<file path="src/rtl/modbus_rtu_pkg.sv">
// Shared definitions for the Modbus RTU frame receiver.
//
// Contents:
//   state_e             receiver FSM states
//   FRAME_LEN_W         width of the frame length counter (0..256)
//   CRC_INIT/CRC_POLY   CRC-16/MODBUS constants (reflected form)
//   crc16_modbus_byte() folds one byte into a running CRC-16/MODBUS
//   t15_clks()/t35_clks() convert the t1.5 / t3.5 silence times to clock cycles
package modbus_rtu_pkg;

    typedef enum logic [2:0] {
        INIT,
        IDLE,
        RECV,
        GAP,
        HOLD,
        DISCARD,
        DISCARD_HOLD
    } state_e;

    localparam int          FRAME_LEN_W = 9;
    localparam logic [15:0] CRC_INIT    = 16'hFFFF;
    localparam logic [15:0] CRC_POLY    = 16'hA001;

    // LSB-first CRC update, one byte at a time.
    function automatic logic [15:0] crc16_modbus_byte(input logic [15:0] crc_in,
                                                      input logic [7:0]  data_in);
        logic [15:0] c;
        c = crc_in ^ {8'h00, data_in};
        for (int i = 0; i < 8; i++) begin
            if (c[0]) begin
                c = (c >> 1) ^ CRC_POLY;
            end else begin
                c = c >> 1;
            end
        end
        return c;
    endfunction

    // A character is 11 bits. Above 19200 baud the standard fixes the
    // silence times at 750us / 1750us instead of scaling with the baud rate.
    function automatic int t15_clks(input int clk_freq, input int baud_rate);
        longint v;
        if (baud_rate <= 19200) begin
            v = (longint'(clk_freq) * 33) / (longint'(baud_rate) * 2);
        end else begin
            v = (longint'(clk_freq) * 750) / 1000000;
        end
        return int'(v);
    endfunction

    function automatic int t35_clks(input int clk_freq, input int baud_rate);
        longint v;
        if (baud_rate <= 19200) begin
            v = (longint'(clk_freq) * 77) / (longint'(baud_rate) * 2);
        end else begin
            v = (longint'(clk_freq) * 1750) / 1000000;
        end
        return int'(v);
    endfunction

endpackage

</file>
<file path="src/rtl/modbus_rtu_frame_rx_ctrl_silence_timer.sv">
// Line silence timer for Modbus RTU framing.
//
// Counts clock cycles since the line was last busy and flags when the
// t1.5 and t3.5 silence thresholds have been reached.
//
// Ports:
//   clk_in    system clock
//   rst_n_in  asynchronous reset, active low
//   clear     line activity this cycle (character on line or byte done)
//   t15_hit   level: silence >= T15 cycles
//   t35_hit   level: silence has saturated at T35 cycles
module modbus_silence_timer #(
    parameter int T15 = 165,
    parameter int T35 = 385
) (
    input  logic clk_in,
    input  logic rst_n_in,
    input  logic clear,
    output logic t15_hit,
    output logic t35_hit
);

    localparam int CNT_W = $clog2(T35 + 1);

    logic [CNT_W-1:0] cnt_q;
    logic [CNT_W-1:0] cnt_d;

    // Saturating counter so the t3.5 flag stays up for as long as the line is quiet.
    always_comb begin
        cnt_d = cnt_q;
        if (clear) begin
            cnt_d = '0;
        end else if (cnt_q != CNT_W'(T35)) begin
            cnt_d = cnt_q + 1'b1;
        end
    end

    always_ff @(posedge clk_in or negedge rst_n_in) begin
        if (!rst_n_in) begin
            cnt_q <= '0;
        end else begin
            cnt_q <= cnt_d;
        end
    end

    assign t15_hit = (cnt_q >= CNT_W'(T15));
    assign t35_hit = (cnt_q == CNT_W'(T35));

endmodule

</file>
<file path="src/rtl/modbus_rtu_frame_rx_ctrl.sv">
// Modbus RTU frame receive controller.
//
// Frames the UART byte stream into Modbus RTU frames using t1.5 / t3.5
// silence timing, writes every frame byte into an external buffer, filters
// on slave address and hands finished frames to the request decoder with a
// valid/ack handshake.
//
// Optional feature: define MODBUS_CRC_CHECK_EN to run a CRC-16/MODBUS over
// every written byte and report the residue check on frame_crc_ok. Without
// it frame_crc_ok reads 1 for every presented frame.
//
// Ports:
//   clk_in, rst_n_in             clock, asynchronous active-low reset
//   rx_data, rx_done, rx_state   byte receiver interface
//   buf_wr_en/addr/data          frame buffer write port (1 cycle after rx_done)
//   frame_valid, frame_ack       frame handoff handshake
//   frame_len                    byte count including CRC
//   frame_bcast, frame_crc_ok    frame flags, stable while frame_valid
//   err_pulse                    one-cycle pulse when a frame is dropped
import modbus_rtu_pkg::*;

module modbus_rtu_frame_rx_ctrl #(
    parameter int         CLK_FREQ  = 50000000,
    parameter int         BAUD_RATE = 9600,
    parameter logic [7:0] DEV_ADDR  = 8'h01,
    parameter int         MAX_LEN   = 256
) (
    input  logic                   clk_in,
    input  logic                   rst_n_in,
    input  logic [7:0]             rx_data,
    input  logic                   rx_done,
    input  logic                   rx_state,
    output logic                   buf_wr_en,
    output logic [7:0]             buf_wr_addr,
    output logic [7:0]             buf_wr_data,
    output logic                   frame_valid,
    output logic [FRAME_LEN_W-1:0] frame_len,
    output logic                   frame_bcast,
    output logic                   frame_crc_ok,
    input  logic                   frame_ack,
    output logic                   err_pulse
);

    localparam int                   T15     = t15_clks(CLK_FREQ, BAUD_RATE);
    localparam int                   T35     = t35_clks(CLK_FREQ, BAUD_RATE);
    localparam logic [FRAME_LEN_W-1:0] LEN_MAX = FRAME_LEN_W'(MAX_LEN);

    logic t15_hit;
    logic t35_hit;

    state_e                 state_q,        state_d;
    logic [FRAME_LEN_W-1:0] len_q,          len_d;
    logic [7:0]             addr_byte_q,    addr_byte_d;
    logic                   buf_wr_en_q,    buf_wr_en_d;
    logic [7:0]             buf_wr_addr_q,  buf_wr_addr_d;
    logic [7:0]             buf_wr_data_q,  buf_wr_data_d;
    logic                   frame_valid_q,  frame_valid_d;
    logic [FRAME_LEN_W-1:0] frame_len_q,    frame_len_d;
    logic                   frame_bcast_q,  frame_bcast_d;
    logic                   frame_crc_ok_q, frame_crc_ok_d;
    logic                   err_pulse_q,    err_pulse_d;

    logic start_frame;
    logic append_byte;
    logic crc_good;

`ifdef MODBUS_CRC_CHECK_EN
    logic [15:0] crc_q, crc_d;
    assign crc_good = (crc_q == 16'h0000);
`else
    assign crc_good = 1'b1;
`endif

    modbus_silence_timer #(
        .T15 (T15),
        .T35 (T35)
    ) u_silence_timer (
        .clk_in   (clk_in),
        .rst_n_in (rst_n_in),
        .clear    (rx_state | rx_done),
        .t15_hit  (t15_hit),
        .t35_hit  (t35_hit)
    );

    // Next-state and output logic. The case decides what to do with an
    // arriving byte; the shared write path below the case performs it.
    always_comb begin
        state_d        = state_q;
        len_d          = len_q;
        addr_byte_d    = addr_byte_q;
        buf_wr_en_d    = 1'b0;
        buf_wr_addr_d  = buf_wr_addr_q;
        buf_wr_data_d  = buf_wr_data_q;
        frame_valid_d  = frame_valid_q;
        frame_len_d    = frame_len_q;
        frame_bcast_d  = frame_bcast_q;
        frame_crc_ok_d = frame_crc_ok_q;
        err_pulse_d    = 1'b0;
        start_frame    = 1'b0;
        append_byte    = 1'b0;
`ifdef MODBUS_CRC_CHECK_EN
        crc_d          = crc_q;
`endif

        case (state_q)
            INIT: begin
                // Bytes here are ignored; they also restart the silence wait.
                if (t35_hit && !rx_done) begin
                    state_d = IDLE;
                end
            end
            IDLE: begin
                if (rx_done) begin
                    start_frame = 1'b1;
                end
            end
            RECV: begin
                if (rx_done) begin
                    append_byte = 1'b1;
                end else if (t15_hit) begin
                    state_d = GAP;
                end
            end
            GAP: begin
                // A byte landing exactly on t3.5 expiry still belongs to the frame.
                if (rx_done && t35_hit) begin
                    append_byte = 1'b1;
                end else if (rx_done) begin
                    err_pulse_d = 1'b1;
                    state_d     = DISCARD;
                end else if (t35_hit) begin
                    if (len_q < FRAME_LEN_W'(4)) begin
                        err_pulse_d = 1'b1;
                        state_d     = IDLE;
                    end else if ((addr_byte_q != DEV_ADDR) && (addr_byte_q != 8'h00)) begin
                        state_d = IDLE;
                    end else begin
                        frame_valid_d  = 1'b1;
                        frame_len_d    = len_q;
                        frame_bcast_d  = (addr_byte_q == 8'h00);
                        frame_crc_ok_d = crc_good;
                        state_d        = HOLD;
                    end
                end
            end
            HOLD: begin
                // The buffer is owned by the consumer, so a new byte kills the new frame.
                if (rx_done) begin
                    err_pulse_d = 1'b1;
                    if (frame_ack) begin
                        frame_valid_d = 1'b0;
                        state_d       = DISCARD;
                    end else begin
                        state_d = DISCARD_HOLD;
                    end
                end else if (frame_ack) begin
                    frame_valid_d = 1'b0;
                    state_d       = IDLE;
                end
            end
            DISCARD_HOLD: begin
                if (frame_ack) begin
                    frame_valid_d = 1'b0;
                    state_d       = DISCARD;
                end
            end
            DISCARD: begin
                if (t35_hit && !rx_done) begin
                    state_d = IDLE;
                end
            end
            default: begin
                state_d = INIT;
            end
        endcase

        if (start_frame) begin
            buf_wr_en_d   = 1'b1;
            buf_wr_addr_d = 8'h00;
            buf_wr_data_d = rx_data;
            len_d         = FRAME_LEN_W'(1);
            addr_byte_d   = rx_data;
            state_d       = RECV;
`ifdef MODBUS_CRC_CHECK_EN
            crc_d         = crc16_modbus_byte(CRC_INIT, rx_data);
`endif
        end

        if (append_byte) begin
            if (len_q == LEN_MAX) begin
                err_pulse_d = 1'b1;
                state_d     = DISCARD;
            end else begin
                buf_wr_en_d   = 1'b1;
                buf_wr_addr_d = len_q[7:0];
                buf_wr_data_d = rx_data;
                len_d         = len_q + 1'b1;
                state_d       = RECV;
`ifdef MODBUS_CRC_CHECK_EN
                crc_d         = crc16_modbus_byte(crc_q, rx_data);
`endif
            end
        end
    end

    always_ff @(posedge clk_in or negedge rst_n_in) begin
        if (!rst_n_in) begin
            state_q        <= INIT;
            len_q          <= '0;
            addr_byte_q    <= '0;
            buf_wr_en_q    <= 1'b0;
            buf_wr_addr_q  <= '0;
            buf_wr_data_q  <= '0;
            frame_valid_q  <= 1'b0;
            frame_len_q    <= '0;
            frame_bcast_q  <= 1'b0;
            frame_crc_ok_q <= 1'b0;
            err_pulse_q    <= 1'b0;
`ifdef MODBUS_CRC_CHECK_EN
            crc_q          <= CRC_INIT;
`endif
        end else begin
            state_q        <= state_d;
            len_q          <= len_d;
            addr_byte_q    <= addr_byte_d;
            buf_wr_en_q    <= buf_wr_en_d;
            buf_wr_addr_q  <= buf_wr_addr_d;
            buf_wr_data_q  <= buf_wr_data_d;
            frame_valid_q  <= frame_valid_d;
            frame_len_q    <= frame_len_d;
            frame_bcast_q  <= frame_bcast_d;
            frame_crc_ok_q <= frame_crc_ok_d;
            err_pulse_q    <= err_pulse_d;
`ifdef MODBUS_CRC_CHECK_EN
            crc_q          <= crc_d;
`endif
        end
    end

    assign buf_wr_en    = buf_wr_en_q;
    assign buf_wr_addr  = buf_wr_addr_q;
    assign buf_wr_data  = buf_wr_data_q;
    assign frame_valid  = frame_valid_q;
    assign frame_len    = frame_len_q;
    assign frame_bcast  = frame_bcast_q;
    assign frame_crc_ok = frame_crc_ok_q;
    assign err_pulse    = err_pulse_q;

endmodule

</file>
<file path="config.mk">
export PLATFORM = sky130hd
export DESIGN_NAME = modbus_rtu_frame_rx_ctrl
export DESIGN_NICKNAME = d
export VERILOG_FILES = /design/src/rtl/modbus_rtu_pkg.sv /design/src/rtl/modbus_rtu_frame_rx_ctrl_silence_timer.sv /design/src/rtl/modbus_rtu_frame_rx_ctrl.sv
export SDC_FILE = /design/constraint.sdc
export NUM_CORES = 1
export LEC_CHECK = 0
export CORE_MARGIN = 1
export CORE_UTILIZATION = 30
export CTS_CLUSTER_DIAMETER = 80
export DETAILED_ROUTE_END_ITERATION = 8
export DONT_BUFFER_PORTS = 1
export GPL_ROUTABILITY_DRIVEN = 0
export PLACE_DENSITY_LB_ADDON = 0.12
export SLEW_MARGIN = 5
export SYNTH_ARGS = -nofsm -noshare
export SYNTH_HDL_FRONTEND = slang
export SYNTH_SLANG_ARGS = --single-unit
export TNS_END_PERCENT = 20
</file>
<file path="constraint.sdc">
create_clock -name clk_in -period 2.4 [get_ports clk_in]
set_input_delay 0.48 -clock clk_in [delete_from_list [all_inputs] [get_ports clk_in]]
set_output_delay 0.48 -clock clk_in [all_outputs]
set_load 0.02 [all_outputs]
</file>
# Yosys cells after proc, flatten, opt, wreduce, memory -nomap -nowiden
# Cells that the tools add are included.
# W data, S select, Z words.
[totals]
register_bits = 68
[op_classes]
n_addsub = 2
magnitude_cmp = 2
eq_ne = 24
muxes = 48
bitwise_logic = 5
n_reduce_logical = 14
[ops]
columns = ["op", "count"]
rows = [
  ["$mux W8", 6],
  ["$mux W3", 14],
  ["$mux W18", 2],
  ["$mux W9", 3],
  ["$add A18 B1 Y18 const B", 1],
  ["$eq A18 B18 Y1 const B", 1],
  ["$ge A18 B17 Y1 const B", 1],
  ["$mux W1", 18],
  ["$ne A18 B18 Y1 const B", 1],
  ["$pmux W3 S6", 1],
  ["$ne A4 B4 Y1 const B", 4],
  ["$ne A2 B2 Y1 const B", 5],
  ["$ne A5 B5 Y1 const B", 2],
  ["$add A9 B1 Y9 const B", 1],
  ["$eq A3 B3 Y1 const B", 3],
  ["$eq A9 B9 Y1 const B", 1],
  ["$lt A9 B3 Y1 const B", 1],
  ["$logic_not A8 Y1", 1],
  ["$ne A8 B1 Y1 const B", 1],
  ["$reduce_and A8 Y1", 1],
  ["$reduce_bool A8 Y1", 1],
  ["$reduce_and A7 Y1", 1],
  ["$eq A3 B2 Y1 const B", 2],
  ["$pmux W1 S2", 3],
  ["13 further kinds", 20],
]

# Depth between registers and ports, before layout
[depth]
word_depth = 10
mapped_depth = 9
mapped_depth_nobuf = 8

# By module
# Synthesis repeated with hierarchy kept, for this count alone.
[hier_totals]
cells_unflattened = 345
hier_area_um2 = 3473.3
[by_module_without_submodules]
columns = ["mod", "n_inst", "cells_each", "area_each_um2", "seq_area_each_um2"]
rows = [
  ["modbus_rtu_frame_rx_ctrl", 1, 234, 2427.3, 1251.2],
  ["modbus_silence_timer", 1, 111, 1046.0, 450.4],
]

# Least setup slack after synthesis
# OpenSTA, ideal clock, no wires.
[synth_path]
path_kind = "register -> register"
start = "register u_silence_timer.cnt_q[0]"
end = "register buf_wr_data_q[2] (netlist: buf_wr_data[2])"
arrival_ns = 2.012
required_ns = 2.275
path_slack_ns = 0.262
path_stages_with_launch = 10
path_buffers = 1
cell_sequence = "dfrtp_1 > inv_1 > ha_1 > nor4b_2 > and3_1 > nand2_2 > a211oi_4 > nor2_4 > buf_6 > mux2_4"
[synth_via]
elab_chain_len = 5
[synth_rtl]
columns = ["item", "line_no", "source"]
rows = [
  ["from (decl)", "modbus_rtu_frame_rx_ctrl_silence_timer.sv:25", "logic [CNT_W-1:0] cnt_q;"],
  ["from (signal assigned)", "modbus_rtu_frame_rx_ctrl_silence_timer.sv:42", "cnt_q <= cnt_d;"],
  ["$eq A18 B18 Y1", "modbus_rtu_frame_rx_ctrl_silence_timer.sv:47", "assign t35_hit = (cnt_q == CNT_W'(T35));"],
  ["$logic_and A1 B1 Y1", "modbus_rtu_frame_rx_ctrl.sv:126", "if (rx_done && t35_hit) begin"],
  ["$mux W1", "modbus_rtu_frame_rx_ctrl.sv:126", ""],
  ["$pmux W1 S2", "modbus_rtu_frame_rx_ctrl.sv:105", "case (state_q)"],
  ["$mux W8", "modbus_rtu_frame_rx_ctrl.sv:189", "if (append_byte) begin"],
  ["net buf_wr_data_d[2]", "modbus_rtu_frame_rx_ctrl.sv:56", "logic [7:0] buf_wr_data_q, buf_wr_data_d;"],
  ["to (signal assigned)", "modbus_rtu_frame_rx_ctrl.sv:228", "buf_wr_data_q <= buf_wr_data_d;"],
  ["to (decl)", "modbus_rtu_frame_rx_ctrl.sv:56", ""],
]
# The timed path passes the listed nets, and every way through them passes these cells.
# A chain may end at the register's enable or synchronous reset.

# Worst setup path after layout
[layout_path]
start = "register len_q[3]"
end = "register buf_wr_data_q[7] (netlist: buf_wr_data[7])"
[layout_via]
elab_chain_len = 3
[layout_rtl]
columns = ["item", "line_no", "source"]
rows = [
  ["from (decl)", "modbus_rtu_frame_rx_ctrl.sv:52", "logic [FRAME_LEN_W-1:0] len_q, len_d;"],
  ["from (signal assigned)", "modbus_rtu_frame_rx_ctrl.sv:224", "len_q <= len_d;"],
  ["$eq A9 B9 Y1", "modbus_rtu_frame_rx_ctrl.sv:190", "if (len_q == LEN_MAX) begin"],
  ["$mux W8", "modbus_rtu_frame_rx_ctrl.sv:190", ""],
  ["$mux W8", "modbus_rtu_frame_rx_ctrl.sv:189", ""],
  ["net buf_wr_data_d[7]", "modbus_rtu_frame_rx_ctrl.sv:56", ""],
]
# The timed path passes the listed nets, and every way through them passes these cells.

==> impl_metrics.env <==
export IMPL_outcome="finished clean"
export IMPL_synth_area_top_cells="dfrtp_1 (51%), nand2_1 (7.0%), mux2_2 (3.7%), nor2_1 (2.8%), xor2_1 (2.6%)"
export IMPL_core_area_um2=10800
export IMPL_grt_pass1_wl_mm=13.1
export IMPL_cp_top_family="simple AND/OR/NAND/NOR gates"
export IMPL_cts_buffers=9
export IMPL_power_density_nw_per_um2=924
export IMPL_path_clk_slew_ns=0.08
export IMPL_area_delta_synth_final_pct=14.3
export IMPL_overflow=0
export IMPL_die_area_um2=11500
export IMPL_leakage_nw=1.75
export IMPL_portBuffers=0
export IMPL_worst_path_buf_inv=0
export IMPL_ctsLongestPathBuffers=2
export IMPL_ys_types=54
export IMPL_antenna_cells=0
export IMPL_dr_pass1_iters=4
export IMPL_maxSlewViolCount=0
export IMPL_finalSetupViolations=0
export IMPL_syn_area_um2=3320
export IMPL_cts_sinks=68
export IMPL_synthTopCellsByCount="dfrtp_1 (68), nand2_1 (62), nor2_1 (25)"
export IMPL_num_io_pins=43
export IMPL_initial_utilization_pct=30.7
export IMPL_cts_tree="yes"
export IMPL_synth_largest_area_cell="dfrtp_1"
export IMPL_antenna_found_initial=0
export IMPL_crit_chain="or4_4, nor4_4, a211oi_4, nor2_4, mux2_2"
export IMPL_first_iter_violations=78
export IMPL_syn_mean_instance_area_um2=10.2
export IMPL_yosys_warnings=0
export IMPL_arrival_ns=2.49
export IMPL_layout_cells_non_filler=484
export IMPL_ant_nets=0
export IMPL_cpMaxStageDelayCell="or4_4"
export IMPL_synth_most_common_cell="dfrtp_1"
export IMPL_die_height_um=107
export IMPL_slew_headroom_pct=62.3
export IMPL_htree_levels=3
export IMPL_gr_usage_all_layers_pct=15.0
export IMPL_crit_cells=5
export IMPL_hold_slack_ns=0.00580
export IMPL_cp_required_ns=2.64
export IMPL_viasPerCell=4.88
export IMPL_worst_slew_pin_slew_ns=0.560
export IMPL_die_x_um=107
export IMPL_finalCriticalPeriod_ns=2.25
export IMPL_nFillCells=1110
export IMPL_finalHoldViolCount=0
export IMPL_ir_worst_vdd_v=0.000581
export IMPL_cts_root_buffer_cell="clkbuf_8"
export IMPL_cap_viol_max_count=0
export IMPL_grt_max_degree=69
export IMPL_cpPeakStageDelay_ns=0.56
export IMPL_yosysSeqAreaShare_pct=51.3
export IMPL_synthFlopType="dfrtp_1"
export IMPL_cp_end_kind="register"
export IMPL_worstRegToRegCells=5
export IMPL_ys_ff_latch=68
export IMPL_synth_edff_count=0
export IMPL_rsz0062_at_grt="no"
export IMPL_critPathLaunchType="register"
export IMPL_post_cts_buffers=0
export IMPL_worstSkewPairLatency_ns=0.35
export IMPL_drive_gt1_share_pct=17.7
export IMPL_nets=357
export IMPL_drc=0
export IMPL_synth_top_area_share_pct=51.3
export IMPL_grt_pass1_vias=2537
export IMPL_synthArstFlopShare_pct=100
export IMPL_vias=2364
export IMPL_drt_wl_total_mm=7.56
export IMPL_fmax_mhz=445
export IMPL_cp_max_fo=13
export IMPL_hp_class="input port to async pin"
export IMPL_rows=38
export IMPL_placed_cells=467
export IMPL_fin_tns_setup_ns=0
export IMPL_min_period_over_period_pct=93.6
export IMPL_hpwl_mm=5.15
export IMPL_crit_type="register to register"
export IMPL_synthCells=326
export IMPL_syn_nets=344
export IMPL_detail_route_wl_per_cell_um=15.6
export IMPL_clock_skew_ns=0.00985
[final cells by class]
| class | count | area, um2 | share of cell area (%) |
|---|---|---|---|
| sequential | 68 | 1700 | 44.9 |
| timing repair buffer | 15 | 136 | 3.59 |
| clock inverter | 6 | 111 | 2.94 |
| tap | 140 | 175 | 4.62 |
| inverter | 11 | 41.3 | 1.09 |
| clock buffer | 10 | 128 | 3.36 |
| multi-input combinational | 234 | 1500 | 39.5 |
[sequential cells by signal, indices dropped and copies added (netlist names), 3 cells and up]
signal and flops:
state_q 3, len_q 9, frame_len 9, addr_byte_q 8, buf_wr_data 8, buf_wr_addr 8
u_silence_timer.cnt_q 18
[routing by layer]
metal,global-route usage (%),share of wire [%],up-vias
li1,-,-,1149
met1,19.8,49,1166
met2,22.7,45,39
met3,5.11,4.9,10
met4,5.58,1.4,0
met5,0,0,-
[path summary, 6_finish.rpt]
kind,startpoint,end,slack [ns]
min in group clk_in,rx_data[3],addr_byte_q[3]$_DFFE_PN0P_,0.23
worst max register to register,len_q[3]$_DFF_PN0_,buf_wr_data[7]$_DFF_PN0_,0.15
worst min-delay path,rst_n_in,u_silence_timer.cnt_q[17]$_DFFE_PN0P_,0.006
worst max-delay path,len_q[3]$_DFF_PN0_,buf_wr_data[7]$_DFF_PN0_,0.15
max in group asynchronous,rst_n_in,addr_byte_q[7]$_DFFE_PN0P_,2.11
worst min register to register,addr_byte_q[0]$_DFFE_PN0P_,frame_bcast$_DFFE_PN0P_,0.46
[report_power, final]
| group | internal [mW] | total, mW | switching, mW |
|---|---|---|---|
| logic | 0.334 | 0.752 | 0.418 |
| clock network | 0.692 | 1.15 | 0.462 |
| registers | 1.34 | 1.60 | 0.259 |
| total | 2.37 | 3.50 | 1.14 |
[placed cells by master (no fill, tap or decap), types with 9 or more instances in the layout]
cell	count
dfrtp_1	68
clkbuf_8	9
mux2_2	11
o21ai_0	13
nand3_1	10
xor2_1	10
buf_4	13
nand2_1	62
inv_1	11
nor2_1	25
[repair_timing]
| item | 4_1_cts | 5_1_grt |
|---|---|---|
| endpoints found under the setup margin | 0 | 4 |
| resized for setup | 0 | 1 |
| hold endpoints to repair | 68 | 0 |
| hold buffers | 1 | 0 |
[stage by stage]
stage	worst slack, ns	area [um2]	power, mW	util (%)
final	0.153	3790	3.50	35.1
after global routing	0.00305	3790	3.73	35.1
after CTS	0.110	3790	3.56	35.1
after detailed placement	0.135	3520	2.35	32.6
after global placement	0.176	3520	2.35	32.6
after floorplan	0.262	3320	2.16	-
[cells by family after synthesis]
logic type	share of synthesized area (%)
flops	51.3
mux	7.50
xor+xnor	3.96
compound gates	8.75
simple gates	23.1
buf+inv	3.51
fa+ha+maj	1.89
Power figures use the tool's default switching activity.
